### src/rtl/dmem_pkg.sv
// Shared definitions for the data-memory arbiter: access-size codes, FSM states
// and the zero-extension mask used for both store data and load data.
package dmem_pkg;

  typedef enum logic [1:0] {
    SZ_BYTE   = 2'd0,
    SZ_HALF   = 2'd1,
    SZ_WORD   = 2'd2,
    SZ_DOUBLE = 2'd3
  } size_e;

  typedef enum logic [1:0] {
    IDLE,
    ACCESS,
    RESP
  } state_e;

  function automatic logic [63:0] size_mask(input logic [1:0] size);
    case (size_e'(size))
      SZ_BYTE: size_mask = 64'h0000_0000_0000_00FF;
      SZ_HALF: size_mask = 64'h0000_0000_0000_FFFF;
      SZ_WORD: size_mask = 64'h0000_0000_FFFF_FFFF;
      default: size_mask = 64'hFFFF_FFFF_FFFF_FFFF;
    endcase
  endfunction

endpackage

### src/rtl/dmem_arbiter_if.sv
// Requester-side bus of the data-memory arbiter. The requester drives the
// request fields (master); the arbiter returns done/err/rdata (slave).
interface dmem_req_if #(
  parameter int AW = 64
);
  logic          req;
  logic          we;
  logic [1:0]    size;
  logic [AW-1:0] addr;
  logic [63:0]   wdata;
  logic          done;
  logic          err;
  logic [63:0]   rdata;

  modport master (output req, we, size, addr, wdata, input done, err, rdata);
  modport slave  (input req, we, size, addr, wdata, output done, err, rdata);
endinterface

### src/rtl/dmem_rr_pick.sv
// Two-way arbiter pick: a lone requester wins; on a tie the port that did not
// win last time is chosen.
module dmem_rr_pick (
  input  logic req0,
  input  logic req1,
  input  logic last,
  output logic grant
);

  assign grant = req1 & (~req0 | ~last);

endmodule

### src/rtl/dmem_arbiter.sv
// Data-memory arbiter for the lsu (port 0) and debug/loader (port 1) requesters.
// Define DMEM_ARB_FIXED_PRIO_EN to give lsu fixed priority instead of round-robin.
module dmem_arbiter
  import dmem_pkg::*;
#(
  parameter int MEM_LAT = 1,
  parameter int DEPTH   = 256,
  parameter int AW      = 64
) (
  input  logic          clk,
  input  logic          rst_n,
  dmem_req_if.slave     lsu,
  dmem_req_if.slave     dbg,
  output logic          mem_read,
  output logic          mem_write,
  output logic [AW-1:0] mem_addr,
  output logic [63:0]   mem_wdata,
  input  logic [63:0]   mem_rdata
);

  state_e        state;
  logic          owner;
  logic          cur_we;
  logic [1:0]    cur_size;
  logic [3:0]    cnt;

  logic          any_req;
  logic          grant;
  logic          pick_last;
  logic          sel_we;
  logic [1:0]    sel_size;
  logic [AW-1:0] sel_addr;
  logic [63:0]   sel_wdata;
  logic [2:0]    align_bits;
  logic          bad;

  assign any_req = lsu.req | dbg.req;

  dmem_rr_pick u_pick (
    .req0  (lsu.req),
    .req1  (dbg.req),
    .last  (pick_last),
    .grant (grant)
  );

`ifdef DMEM_ARB_FIXED_PRIO_EN
  // Pretending dbg always won last makes every tie go to lsu.
  assign pick_last = 1'b1;
`else
  logic rr_last;

  always_ff @(posedge clk or negedge rst_n) begin
    if (!rst_n) begin
      rr_last <= 1'b1;
    end else if (state == IDLE && any_req) begin
      rr_last <= grant;
    end
  end

  assign pick_last = rr_last;
`endif

  assign sel_we    = grant ? dbg.we    : lsu.we;
  assign sel_size  = grant ? dbg.size  : lsu.size;
  assign sel_addr  = grant ? dbg.addr  : lsu.addr;
  assign sel_wdata = grant ? dbg.wdata : lsu.wdata;

  // For size 3 the shift wraps to zero, so the subtraction yields 3'b111.
  assign align_bits = (3'b001 << sel_size) - 3'b001;
  assign bad        = ((sel_addr[2:0] & align_bits) != 3'b000) ||
                      (sel_addr >= AW'(DEPTH));

  always_ff @(posedge clk or negedge rst_n) begin
    if (!rst_n) begin
      state     <= IDLE;
      owner     <= 1'b0;
      cur_we    <= 1'b0;
      cur_size  <= 2'd0;
      cnt       <= 4'd0;
      mem_read  <= 1'b0;
      mem_write <= 1'b0;
      mem_addr  <= '0;
      mem_wdata <= '0;
      lsu.done  <= 1'b0;
      lsu.err   <= 1'b0;
      lsu.rdata <= '0;
      dbg.done  <= 1'b0;
      dbg.err   <= 1'b0;
      dbg.rdata <= '0;
    end else begin
      lsu.done <= 1'b0;
      lsu.err  <= 1'b0;
      dbg.done <= 1'b0;
      dbg.err  <= 1'b0;
      case (state)
        IDLE: begin
          if (any_req) begin
            owner    <= grant;
            cur_we   <= sel_we;
            cur_size <= sel_size;
            if (bad) begin
              // Rejected accesses answer straight away without touching memory.
              state <= RESP;
              if (grant) begin
                dbg.done <= 1'b1;
                dbg.err  <= 1'b1;
              end else begin
                lsu.done <= 1'b1;
                lsu.err  <= 1'b1;
              end
            end else begin
              state     <= ACCESS;
              cnt       <= 4'(MEM_LAT - 1);
              mem_addr  <= sel_addr;
              mem_wdata <= sel_wdata & size_mask(sel_size);
              mem_read  <= ~sel_we;
              mem_write <= sel_we;
            end
          end
        end
        ACCESS: begin
          if (cnt == 4'd0) begin
            mem_read  <= 1'b0;
            mem_write <= 1'b0;
            state     <= RESP;
            if (owner) begin
              dbg.done <= 1'b1;
              if (!cur_we) dbg.rdata <= mem_rdata & size_mask(cur_size);
            end else begin
              lsu.done <= 1'b1;
              if (!cur_we) lsu.rdata <= mem_rdata & size_mask(cur_size);
            end
          end else begin
            cnt <= cnt - 4'd1;
          end
        end
        default: begin
          state <= IDLE;
        end
      endcase
    end
  end

endmodule

### src/flat_wrapper.sv
// flat-port wrapper written by rule: the top's interface ports become plain ports
module dmem_arbiter_flat import dmem_pkg::*;
#(
  parameter int MEM_LAT = 1,
  parameter int DEPTH   = 256,
  parameter int AW      = 64
)
  (clk, rst_n, mem_read, mem_write, mem_addr, mem_wdata, mem_rdata, lsu_req, lsu_we, lsu_size, lsu_addr, lsu_wdata, lsu_done, lsu_err, lsu_rdata, dbg_req, dbg_we, dbg_size, dbg_addr, dbg_wdata, dbg_done, dbg_err, dbg_rdata);
  dmem_req_if #(.AW(AW)) lsu_i ();
  dmem_req_if #(.AW(AW)) dbg_i ();
  input  logic clk;
  input  logic rst_n;
  output logic mem_read;
  output logic mem_write;
  output logic [AW-1:0] mem_addr;
  output logic [63:0] mem_wdata;
  input  logic [63:0] mem_rdata;
  input wire logic [$bits(lsu_i.req)-1:0] lsu_req;
  input wire logic [$bits(lsu_i.we)-1:0] lsu_we;
  input wire logic [$bits(lsu_i.size)-1:0] lsu_size;
  input wire logic [$bits(lsu_i.addr)-1:0] lsu_addr;
  input wire logic [$bits(lsu_i.wdata)-1:0] lsu_wdata;
  output wire logic [$bits(lsu_i.done)-1:0] lsu_done;
  output wire logic [$bits(lsu_i.err)-1:0] lsu_err;
  output wire logic [$bits(lsu_i.rdata)-1:0] lsu_rdata;
  input wire logic [$bits(dbg_i.req)-1:0] dbg_req;
  input wire logic [$bits(dbg_i.we)-1:0] dbg_we;
  input wire logic [$bits(dbg_i.size)-1:0] dbg_size;
  input wire logic [$bits(dbg_i.addr)-1:0] dbg_addr;
  input wire logic [$bits(dbg_i.wdata)-1:0] dbg_wdata;
  output wire logic [$bits(dbg_i.done)-1:0] dbg_done;
  output wire logic [$bits(dbg_i.err)-1:0] dbg_err;
  output wire logic [$bits(dbg_i.rdata)-1:0] dbg_rdata;
  assign lsu_i.req = lsu_req;
  assign lsu_i.we = lsu_we;
  assign lsu_i.size = lsu_size;
  assign lsu_i.addr = lsu_addr;
  assign lsu_i.wdata = lsu_wdata;
  assign lsu_done = lsu_i.done;
  assign lsu_err = lsu_i.err;
  assign lsu_rdata = lsu_i.rdata;
  assign dbg_i.req = dbg_req;
  assign dbg_i.we = dbg_we;
  assign dbg_i.size = dbg_size;
  assign dbg_i.addr = dbg_addr;
  assign dbg_i.wdata = dbg_wdata;
  assign dbg_done = dbg_i.done;
  assign dbg_err = dbg_i.err;
  assign dbg_rdata = dbg_i.rdata;
  dmem_arbiter #(.MEM_LAT(MEM_LAT), .DEPTH(DEPTH), .AW(AW)) u_core (.clk(clk), .rst_n(rst_n), .lsu(lsu_i), .dbg(dbg_i), .mem_read(mem_read), .mem_write(mem_write), .mem_addr(mem_addr), .mem_wdata(mem_wdata), .mem_rdata(mem_rdata));
endmodule
### config.mk
export PLATFORM = sky130hd
export DESIGN_NAME = dmem_arbiter_flat
export DESIGN_NICKNAME = d
export VERILOG_FILES = /design/src/rtl/dmem_pkg.sv /design/src/rtl/dmem_arbiter_if.sv /design/src/rtl/dmem_rr_pick.sv /design/src/rtl/dmem_arbiter.sv /design/src/flat_wrapper.sv
export SDC_FILE = /design/constraint.sdc
export NUM_CORES = 1
export LEC_CHECK = 0
export BUFFER_PORTS_ARGS = -buffer_cell sky130_fd_sc_hd__buf_2
export CORE_AREA = 2 2 227 229
export CTS_BUF_LIST = sky130_fd_sc_hd__clkbuf_16
export DETAILED_ROUTE_END_ITERATION = 12
export DIE_AREA = 0 0 229 231
export PLACE_DENSITY_LB_ADDON = 0.08
export SLEW_MARGIN = 20
export SYNTH_ARGS = -nofsm -noshare
export SYNTH_HDL_FRONTEND = slang
export SYNTH_SLANG_ARGS = --single-unit
export TNS_END_PERCENT = 50
### constraint.sdc
create_clock -name clk -period 2.81 [get_ports clk]
set_input_delay 0.562 -clock clk [delete_from_list [all_inputs] [get_ports clk]]
set_output_delay 0.562 -clock clk [all_outputs]
set_load 0.01 [all_outputs]
# Word level (Yosys, flattened, before mapping)
# Index checks and enable logic that the tools add are counted.
# Widths: inputs -> output; s select.
# totals
reg_bits,273
output_inout_bits,262
# classes
addsub,2
order_cmp,1
eq_ne,9
shifts,1
mux,45
n_bitwise,13
reduce_logical,15
# ops
operator,n
$mux 64,12
$pmux 64 s3,2
$and 64x64->64,3
$ge 64x9->1 const B,1
$mux 1,18
$reduce_and 4->1,4
$mux 4,3
$mux 2,4
$pmux 1 s2,4
$pmux 4 s2,1
$eq 2x1->1 const B,3
$logic_not 2->1,3
$not 1->1,6
$eq 2x2->1 const B,2
$logic_not 4->1,1
$ne 2x1->1 const B,2
$ne 2x2->1 const B,2
$pmux 2 s2,1
$reduce_and 2->1,2
$sub 4x1->4 const B,1
$and 3x3->3,1
$reduce_and 3->1,1
$reduce_bool 3->1,1
$shl 1x2->3 const A,1
6 further kinds,7

# Longest topological paths before layout
# Gate-level depths: netlist (run 1).
# depth
word_depth,13
depth_mapped,9

# Cells and area by module
# From an unflattened synthesis (run 1), not the netlist that was laid out.
# hier_totals
hier_cells,1006
hier_area_um2,11363.4
# by_module_without_submodules
module,n_inst,cells_per_inst,area_each_um2,seq_area_each_um2
dmem_arbiter,1,1005,11352.1,6832.8
dmem_rr_pick,1,1,11.3,0.0

# Worst setup path after synthesis (run 1)
# Ideal clock, no wire load.
# synth_path
path_kind,reg2reg
from,reg u_core.cnt[0]
to,reg u_core.lsu.rdata[0]
setup_time_ns,0.125
arrival_time_ns,2.076
slack_ns,0.609
stages_incl_launch_ff,9
cell_sequence,dfrtp_1 inv_1 ha_1 or3b_4 or2_1 or3_4 buf_6 buf_6 mux2_4
# synth_via
elab_chain_cells,2
# synth_lines
item,line,source
"start, declared",dmem_arbiter.sv:25,logic [3:0] cnt;
"start signal, assigned",dmem_arbiter.sv:113,cnt <= 4'(MEM_LAT - 1);
"start signal, assigned",dmem_arbiter.sv:134,cnt <= cnt - 4'd1;
$logic_not 4->1,dmem_arbiter.sv:122,if (cnt == 4'd0) begin
$reduce_and 4->1 (no line),--,
"end, declared",dmem_arbiter_if.sv:16,"modport slave (input req, we, size, addr, wdata, output done, err, rdata);"
# Every way passes these cells.
# A chain may end at the register's enable or synchronous reset.

# Worst setup path in the final report (run 1)
# layout_path
from,"reg u_core.rr_last, in the netlist u_core.pick_last"
to,reg u_core.mem_wdata[20]
# layout_via
elab_chain_cells,11
# layout_lines
item,line,source
"start, declared",dmem_arbiter.sv:50,logic rr_last;
"start signal, assigned",dmem_arbiter.sv:56,rr_last <= grant;
$not 1->1 (*),dmem_rr_pick.sv:10,assign grant = req1 & (~req0 | ~last);
$or 1x1->1 (*),dmem_rr_pick.sv:10,
$and 1x1->1 (*),dmem_rr_pick.sv:10,
branches (longest 8 deep; another with $ge 64x9->1),--,
"end signal, assigned",dmem_arbiter.sv:115,mem_wdata <= sel_wdata & size_mask(sel_size);
"end, declared",dmem_arbiter.sv:17,"output logic [63:0] mem_wdata,"
# Every way passes the cells marked *. The select of a mux whose other input is x is not followed.

==> results.tsv, run 1 <==
stage	metric	value	unit
status	status	completed	
layout	mostFrequentLayoutCells	buf_2, dfrtp_1, nand2_1	
logic_synthesis	ys_seq_elements	273	
logic_synthesis	ys.flop_type	dfrtp_1	
layout	fillers	5443	
clock_network	htree_levels	2	
power	p_leak	8.65	nW
timing	rsz0062_at_grt	no	
layout	fin_area	16100	sq um
timing	final-max-slew-violation-count	0	
power	max-vdd-ir-drop	0.310	mV
logic_synthesis	yosysWarningCount	0	
routing	drc_errors	0	
critical_path	crit_arrival	2880	ps
clock_network	worstSkewPairLatency	540	ps
layout	multi_input_comb_area	3970	sq um
clock_network	cts_sinks	273	
routing	first_pass_iters	4	
critical_path	critPathBufInv	2	
floorplan	die_x	229	um
routing	ant_nets	0	
logic_synthesis	synth_cell_types	43	
power	p_total	9.19	mW
layout	final_common_cell	buf_2	
layout	fin_cells	2330	
clock_network	ctsResizeCount	0	
power	intPower	6.84	mW
timing	hold_violations	0	
layout	ff_latch_area	6830	sq um
floorplan	io_pins	592	
timing	min_period_over_period	86.8	%
power	switching_power	2.34	mW
clock_network	cts_buffers	37	
critical_path	cp-start-kind	flop	
clock_network	postCtsSetupBuffers	0	
power	pwr-share-seq	43.6	%
run	drv_cap	0	
timing	tns	0	ps
critical_path	critPathMaxStageDelay	560	ps
floorplan	start_util	21.9	%
routing	vias_per_cell	4.12	
logic_synthesis	synth_edf_count	0	
critical_path	path_delay_family	compound AO/OA/AOI/OAI gates	
layout	drive_gt1_share	42.6	%
routing	wl_per_cell	19.4	um
critical_path	crit_path_end_kind	flop	
power	p_sw_share	25.5	%
floorplan	die_y	231	um
min_path	hold_path_class	in -> reg	
layout	final_nets	1950	
critical_path	criticalPathCategory	reg -> reg	
clock_network	path_clk_slew	60	ps
global_routing	grtUsageTotal	16.8	%
logic_synthesis	syn_nets	1354	
routing	drt_wl_total	45.3	mm
placement	dp_hpwl	35.3	mm
floorplan	rows	83	
critical_path	path_cells	a21bo_4, nand4_1, o22ai_1, buf_4, o2111ai_4, buf_12, o31ai_1	
logic_synthesis	postSynthAreaPerCell	10.9	sq um
critical_path	crit_slowest_cell	dfstp_2	
timing	min_period	2440	ps
logic_synthesis	syn_area	11100	sq um
layout	syn_to_final_growth	45.1	%
timing	worstMarginPinSlew	878	ps
clock_network	cts_tree	done	
global_routing	grt_antenna_before_repair	11	
floorplan	die_area	52900	sq um
routing	drt_iter0_drc	412	
placement	place_inst	2258	
critical_path	required	3250	ps
power	clkPwrFrac	46.6	%
critical_path	worstPathMaxFanout	98	
global_routing	grt_pass1_wl	66.0	mm
logic_synthesis	ys_seq_area_share	61.5	%
clock_network	clock_path_buffers	3	
placement	dpl_cell_area	15000	sq um
timing	max_slew_margin	40.9	%
timing	fin_skew	25.7	ps
power	combPwrFrac	9.7	%
global_routing	grt_pass1_vias	10100	
power	power_density	570	nW/um^2
logic_synthesis	async_reset_ff_share	100	%
global_routing	grt_overflow	0	
placement	place_congestion	0.815	
timing	fmax	410	MHz
clock_network	cts_root_buffer	clkbuf_16	
routing	vias	9602	
global_routing	grt_max_degree	121	
logic_synthesis	syn_inst	1022	
placement	port-buffer-count	591	
layout	final_util	31.8	%
timing	setup_viol	0	
floorplan	fp.coreArea	50700	sq um
## final timing paths
path,slack [ps],cells past startpoint,endpoint,from
worst max-delay path,370,7,u_core.mem_wdata[20]$_DFFE_PN0P_,u_core.pick_last$_DFFE_PN1P_
worst min-delay path,260,2,u_core.pick_last$_DFFE_PN1P_,lsu_req
worst max register to register,370,7,u_core.mem_wdata[20]$_DFFE_PN0P_,u_core.pick_last$_DFFE_PN1P_
worst min register to register,470,2,u_core.mem_wdata[11]$_DFFE_PN0P_,u_core.mem_wdata[11]$_DFFE_PN0P_
max in group asynchronous,1480,3,u_core.mem_addr[61]$_DFFE_PN0P_,rst_n
min in group asynchronous,570,2,u_core.dbg.rdata[36]$_DFFE_PN0P_,rst_n
## stage by stage
stage               hold slack [ps]  worst slack, ps
floorplan                       266              609
global placement                458             -142
detailed placement              460             -123
CTS                             216              341
global route                    230              194
finish                          263              371
## area by class of cell
cell class | instances | area share, %
diodes | 7 | 0.109
clock buffers | 37 | 5.75
clock inverters | 27 | 1.03
inverters | 2 | 0.0466
multi-input cells | 679 | 24.7
flip-flops and latches | 273 | 42.4
well taps | 680 | 5.28
repair buffers | 625 | 20.7
## Yosys cell counts (5+ instances only)
cell type  instances  share of area [%]
o21ai_0          135                6.1
buf_6              7               0.71
buf_2             16               0.72
nor2_1            11               0.37
and2_1            57                3.2
nand2_1          250                8.5
nand3_1            5               0.23
mux2_2             8               0.81
clkbuf_1          42                1.4
dfrtp_1          272                 61
nand4_1            8               0.45
mux2i_1           76                6.9
mux2_4             8                1.1
nor4_1            29                1.6
o31ai_1           59                4.0
## registers in the layout, indices dropped and copies added (netlist names), 2 cells and up
name	cells
u_core.lsu.rdata	64
u_core.mem_wdata	64
u_core.cnt	4
u_core.state	2
u_core.mem_addr	64
u_core.dbg.rdata	64
u_core.cur_size	2
## what timing repair did
item,in CTS,in global routing
endpoints found under the hold margin,9,0
endpoints found under the setup margin,0,0
hold buffers,1,0
## cells by family after synthesis
kind of cell             share of synthesized area, %
AO/OA/AOI/OAI                                    11.1
buffers and inverters                            3.05
XOR/XNOR                                        0.158
adder cells (fa/ha/maj)                         0.225
multiplexers                                     8.75
AND/OR/NAND/NOR                                  15.2
flip-flops                                       61.5
## worst reg2reg max path: stages, from the launching register on
cell and delay, ps:
dfstp_2 560, a21bo_4 280, nand4_1 360, o22ai_1 230
buf_4 150, o2111ai_4 150, buf_12 240, o31ai_1 370
## power by group through the flow
stage | Clock [mW] | Sequential, mW | Combinational [mW]
after detailed placement | 0 | 4.08 | 0.927
after floorplan | 0 | 4.07 | 0.363
after global placement | 0 | 4.08 | 0.922
final | 4.28 | 4.01 | 0.895
after global routing | 4.66 | 4.01 | 0.999
after CTS | 4.48 | 4.01 | 0.930
## layer usage
metal  track usage, %  vias to the layer above  wire, um
met5                0                        -        56
met4             5.54                       10      1250
met3             5.55                       67      3270
met2             29.6                      364     22900
met1             19.1                     4440     17800
li1                 -                     4721         -
Power figures use the tool's default switching activity.
==> run 2, diff against run 1 <==
Settings changed: RECOVER_POWER set to 100.
==> results.tsv, run 2 (synthesis gave the netlist of run 1 again) <==
stage	metric	value	unit	change
status	status	complete, but fails checks		
status	violations	capacitance limit, slew limit		
clock_network	path_clk_slew	50	ps	about the same
routing	first_pass_iters	4		unchanged
power	p_sw_share	25.6	%	+0.099 points
clock_network	htree_levels	2		unchanged
placement	place_inst	2258		unchanged
timing	setup_viol	0		unchanged
critical_path	crit_path_end_kind	flop		
global_routing	grt_pass1_vias	10100		unchanged
min_path	hold_path_class	in -> reg		
global_routing	grt_max_degree	121		unchanged
timing	setup_ws	305	ps	-65.7 ps
timing	min_period_over_period	89.1	%	+2.3 points
timing	fin_skew	24.9	ps	-0.822 ps
critical_path	cp-start-kind	flop		
floorplan	rows	83		unchanged
clock_network	postCtsSetupBuffers	0		unchanged
min_path	hold_path_startpoint	mem_rdata[3]		
timing	max_slew_margin	-25.8	%	-67 points
power	intPower	6.83	mW	-0.18%
routing	vias	9615		+0.14%
placement	port-buffer-count	591		unchanged
routing	drc_errors	0		unchanged
critical_path	required	3240	ps	about the same
clock_network	worstSkewPairLatency	540	ps	about the same
clock_network	cts_root_buffer	clkbuf_16		
timing	worstMarginPinSlew	1890	ps	+1010 ps
power	switching_power	2.35	mW	+0.34%
layout	mostFrequentLayoutCells	buf_2, dfrtp_1, clkbuf_1		
clock_network	cts_sinks	273		unchanged
global_routing	grt_antenna_before_repair	11		unchanged
routing	ant_nets	0		unchanged
routing	vias_per_cell	4.12		about the same
min_path	holdPathStages	2		unchanged
routing	drt_iter0_drc	372		-9.7%
critical_path	r2r_cells	7		unchanged
critical_path	rr_startpoint	u_core.pick_last$_DFFE_PN1P_		
critical_path	criticalPathCategory	reg -> reg		
power	power_density	585	nW/um^2	+2.6%
global_routing	grtUsageTotal	16.8	%	unchanged
layout	drive_gt1_share	25.9	%	-17 points
layout	syn_to_final_growth	41.4	%	
min_path	worstHoldEndpoint	u_core.lsu.rdata[3]$_DFFE_PN0P_		
routing	drt_wl_total	45.3	mm	about the same
placement	place_ws	-123	ps	unchanged
clock_network	clock_path_buffers	3		unchanged
floorplan	die_x	229	um	unchanged
layout	final_common_cell	buf_2		
global_routing	grt_pass1_wl	66.0	mm	unchanged
run	drv_cap	1		+1
timing	hold_violations	0		unchanged
layout	final_nets	1950		unchanged
floorplan	start_util	21.9	%	unchanged
placement	dp_hpwl	35.3	mm	unchanged
floorplan	io_pins	592		unchanged
timing	rsz0062_at_grt	no		
power	clkPwrFrac	46.7	%	about the same
timing	holdWs	254	ps	-8.66 ps
critical_path	reg2reg_to	u_core.mem_wdata[40]$_DFFE_PN0P_		
floorplan	die_area	52900	sq um	unchanged
power	combPwrFrac	9.6	%	about the same
critical_path	worstPathMaxFanout	19		-81%
layout	fillers	5557		+2.1%
timing	final-max-slew-violation-count	59		+59
power	max-vdd-ir-drop	0.308	mV	-0.52%
global_routing	grt_overflow	0		unchanged
placement	place_congestion	0.815		unchanged
timing	min_period	2510	ps	+65.7 ps
critical_path	r2r_slack	300	ps	-70 ps
floorplan	fp.coreArea	50700	sq um	unchanged
power	pwr-share-seq	43.7	%	about the same
clock_network	cts_buffers	37		unchanged
layout	fin_cells	2331		+0.043%
power	p_leak	7.61	nW	-12%
floorplan	die_y	231	um	unchanged
power	p_total	9.18	mW	about the same
timing	fmax	399	MHz	-2.6%
clock_network	cts_tree	done		
critical_path	crit_arrival	2930	ps	+50 ps
routing	wl_per_cell	19.5	um	about the same
## run 2: cell count changes in the layout (fill, tap and decap cells not counted), sizes merged
cell,previous run,this run
diode,7,8
clkbuf,37,310
buf,624,351
## run 2: power groups by stage
| stage | combinational [mW] | clock (mW) | sequential [mW] |
|---|---|---|---|
| floorplan | 0.363 | 0 | 4.07 |
| global placement | 0.922 | 0 | 4.08 |
| detailed placement | 0.927 | 0 | 4.08 |
| CTS | 0.930 | 4.48 | 4.01 |
| global route | 0.986 | 4.66 | 4.01 |
| finish | 0.882 | 4.29 | 4.01 |
## run 2: cell type report
type                            instances  area (sq um)  share of cell area, %
Antenna cell                            8          20.0                  0.128
Clock buffer                           37           926                   5.90
Clock inverter                         27           165                   1.05
Inverter                                2          7.51                 0.0478
Multi-Input combinational cell        679          3940                   25.1
Sequential cell                       273          6830                   43.5
Tap cell                              680           851                   5.42
Timing Repair Buffer                  625          2950                   18.8
## run 2: worst max-delay path by stage
stage                                 startpoint                          endpoint  slack [ps]  depth (start not counted)
finish              u_core.pick_last$_DFFE_PN1P_  u_core.mem_wdata[40]$_DFFE_PN0P_         300                          7
global route        u_core.pick_last$_DFFE_PN1P_  u_core.mem_wdata[39]$_DFFE_PN0P_         100                          7
CTS                    u_core.cnt[0]$_DFFE_PN0P_  u_core.lsu.rdata[47]$_DFFE_PN0P_         340                          7
detailed placement                  dbg_addr[11]  u_core.mem_wdata[13]$_DFFE_PN0P_        -120                          8
global placement                    dbg_addr[11]  u_core.mem_wdata[41]$_DFFE_PN0P_        -140                          8
floorplan              u_core.cnt[0]$_DFFE_PN0P_   u_core.lsu.rdata[0]$_DFFE_PN0P_         610                          8
## run 2: what timing repair did
item,4_1_cts,5_1_grt
gates resized for setup,0,0
hold endpoints to repair,9,0
hold buffers,1,0
## run 2: stage by stage
step	util, %	cell area [sq um]	setup TNS [ps]
floorplan	-	11100	0
global placement	29.6	15000	-13220
detailed placement	29.6	15000	-9980
CTS	31.8	16100	0
global route	31.0	15700	0
finish	31.0	15700	0
## run 2: routing by layer
metal	GRT usage, %	up-vias	share of wire, %
li1	-	4730	-
met1	19.1	4444	39
met2	29.6	359	50
met3	5.55	72	7.0
met4	5.54	10	3.2
met5	0	-	0.12
## run 2: worst max-delay path: stages (launching register included)
cell       delay [ps]
dfstp_2           560
a21bo_4           280
nand4_1           340
o22ai_1           220
clkbuf_1          180
o2111ai_4         180
clkbuf_2          310
o31ai_1           310
==> run 3, diff against run 2 <==
Settings changed: CORE_AREA 2 2 227 229 to 5 5 224 226.
==> results.tsv, run 3 (synthesis gave the netlist of run 1 again) <==
stage	metric	value	unit	change
run	drv_cap	1		unchanged
layout	final_util	32.4	%	+1.4 points
clock_network	htree_levels	2		unchanged
critical_path	cp-start-kind	flop		
power	power_density	592	nW/um^2	+1.2%
clock_network	worstSkewPairLatency	530	ps	about the same
clock_network	clock_path_buffers	3		unchanged
critical_path	critPathCapture	u_core.mem_wdata[41]$_DFFE_PN0P_		
timing	min_period_over_period	88.9	%	-0.22 points
critical_path	crit_path_start	u_core.pick_last$_DFFE_PN1P_		
global_routing	grt_max_degree	121		unchanged
routing	ant_nets	0		unchanged
clock_network	cts_tree	done		
power	max-vdd-ir-drop	0.331	mV	+7.5%
layout	final_nets	1944		-0.31%
critical_path	r2r_cells	7		unchanged
clock_network	ctsResizeCount	0		unchanged
global_routing	grtUsageTotal	16.5	%	-0.30 points
clock_network	postCtsSetupBuffers	0		unchanged
clock_network	path_clk_slew	60	ps	about the same
critical_path	rr_startpoint	u_core.pick_last$_DFFE_PN1P_		
power	p_leak	7.60	nW	-0.22%
clock_network	postCtsHoldBufs	1		unchanged
layout	fin_cells	2258		-3.1%
power	p_total	9.23	mW	+0.52%
timing	fin_skew	15.2	ps	-9.71 ps
critical_path	path_cells	a21bo_4, nand4_1, o22ai_1, clkbuf_1, o2111ai_4, buf_12, o31ai_1		
layout	drive_gt1_share	25.7	%	-0.16 points
timing	min_period	2500	ps	-6.10 ps
placement	dpl_cell_area	14900	sq um	-0.79%
status	violations	capacitance limit, slew limit		
layout	syn_to_final_growth	40.4	%	
routing	drt_iter0_drc	363		-2.4%
placement	place_ws	-40.9	ps	+82.3 ps
global_routing	grt_antenna_before_repair	8		-3
routing	vias	9637		+0.23%
clock_network	cts_root_buffer	clkbuf_16		
timing	fmax	400	MHz	+0.24%
floorplan	start_util	23.1	%	+1.2 points
critical_path	crit_arrival	2930	ps	about the same
timing	final-max-slew-violation-count	58		-1.7%
layout	mostFrequentLayoutCells	buf_2, dfrtp_1, clkbuf_1		
timing	setup_ws	311	ps	+6.10 ps
global_routing	grt_pass1_wl	66.2	mm	+0.29%
global_routing	grt_pass1_vias	10100		-0.23%
routing	drc_errors	0		unchanged
timing	rsz0062_at_grt	no		
timing	setup_viol	0		unchanged
timing	holdWs	255	ps	+0.870 ps
floorplan	fp.coreArea	48100	sq um	-5.0%
routing	wl_per_cell	20.2	um	+3.9%
critical_path	crit_path_end_kind	flop		
critical_path	critPathMaxStageDelay	560	ps	about the same
placement	place_congestion	0.851		+4.3%
critical_path	cp.depth	7		unchanged
routing	vias_per_cell	4.27		+3.5%
timing	worstMarginPinSlew	1700	ps	-186 ps
timing	max_slew_margin	-13.4	%	+12 points
layout	fin_area	15600	sq um	-0.69%
critical_path	required	3240	ps	about the same
clock_network	cts_sinks	273		unchanged
floorplan	io_pins	592		unchanged
critical_path	reg2reg_to	u_core.mem_wdata[41]$_DFFE_PN0P_		
routing	drt_wl_total	45.6	mm	+0.63%
floorplan	rows	81		-2.4%
routing	first_pass_iters	4		unchanged
min_path	hold_path_class	in -> reg		
critical_path	worstPathMaxFanout	109		+90
critical_path	critPathBufInv	2		unchanged
floorplan	die_area	52900	sq um	unchanged
critical_path	path_delay_family	compound AO/OA/AOI/OAI gates		
timing	tns	0	ps	unchanged
floorplan	die_y	231	um	unchanged
clock_network	cts_buffers	36		-2.7%
min_path	hold_path_startpoint	mem_rdata[1]		
layout	final_common_cell	buf_2		
status	status	complete, but fails checks		
critical_path	criticalPathCategory	reg -> reg		
critical_path	crit_slowest_cell	dfstp_2		
critical_path	r2r_slack	310	ps	about the same
placement	dp_hpwl	35.2	mm	-0.39%
placement	port-buffer-count	591		unchanged
global_routing	grt_overflow	0		unchanged
timing	hold_violations	0		unchanged
placement	place_inst	2195		-2.8%
floorplan	die_x	229	um	unchanged
==> run 3: layout make-up <==
type | count | area (sq um)
fill | 5157 | 32600
sequential | 273 | 6830
multi-input combinational | 679 | 3960
timing repair buffer | 620 | 2900
clock buffer | 37 | 926
tap | 622 | 778
clock inverter | 23 | 175
inverter | 2 | 7.51
antenna | 2 | 5.00
==> run 3: worst min-delay path by stage <==
stage	end	slack (ps)	cells past startpoint
after global routing	u_core.lsu.rdata[1]$_DFFE_PN0P_	210	2
after detailed placement	u_core.mem_wdata[27]$_DFFE_PN0P_	460	2
after floorplan	u_core.cnt[0]$_DFFE_PN0P_	270	0
after global placement	u_core.dbg.rdata[62]$_DFFE_PN0P_	460	2
after CTS	u_core.pick_last$_DFFE_PN1P_	230	2
final	u_core.lsu.rdata[1]$_DFFE_PN0P_	260	2
==> run 3: report_power, final <==
group	switching [mW]	internal (mW)
combinational	0.514	0.362
clock	1.78	2.57
sequential	0.0361	3.97
total	2.33	6.90
==> run 3: worst reg2reg max path, delay by kind of cell (launching register included) <==
kind	cells	cell delay, ps
compound gates	4	1090
buf+inv	2	440
flops	1	560
simple gates	1	310
==> run 3: per-layer routing <==
layer	track usage, %	share of wire [%]	vias to the layer above
met4	5.15	2.6	10
met5	0	0.11	-
met3	5.62	7.3	72
met1	20.1	41	4482
li1	-	-	4691
met2	27.8	49	382
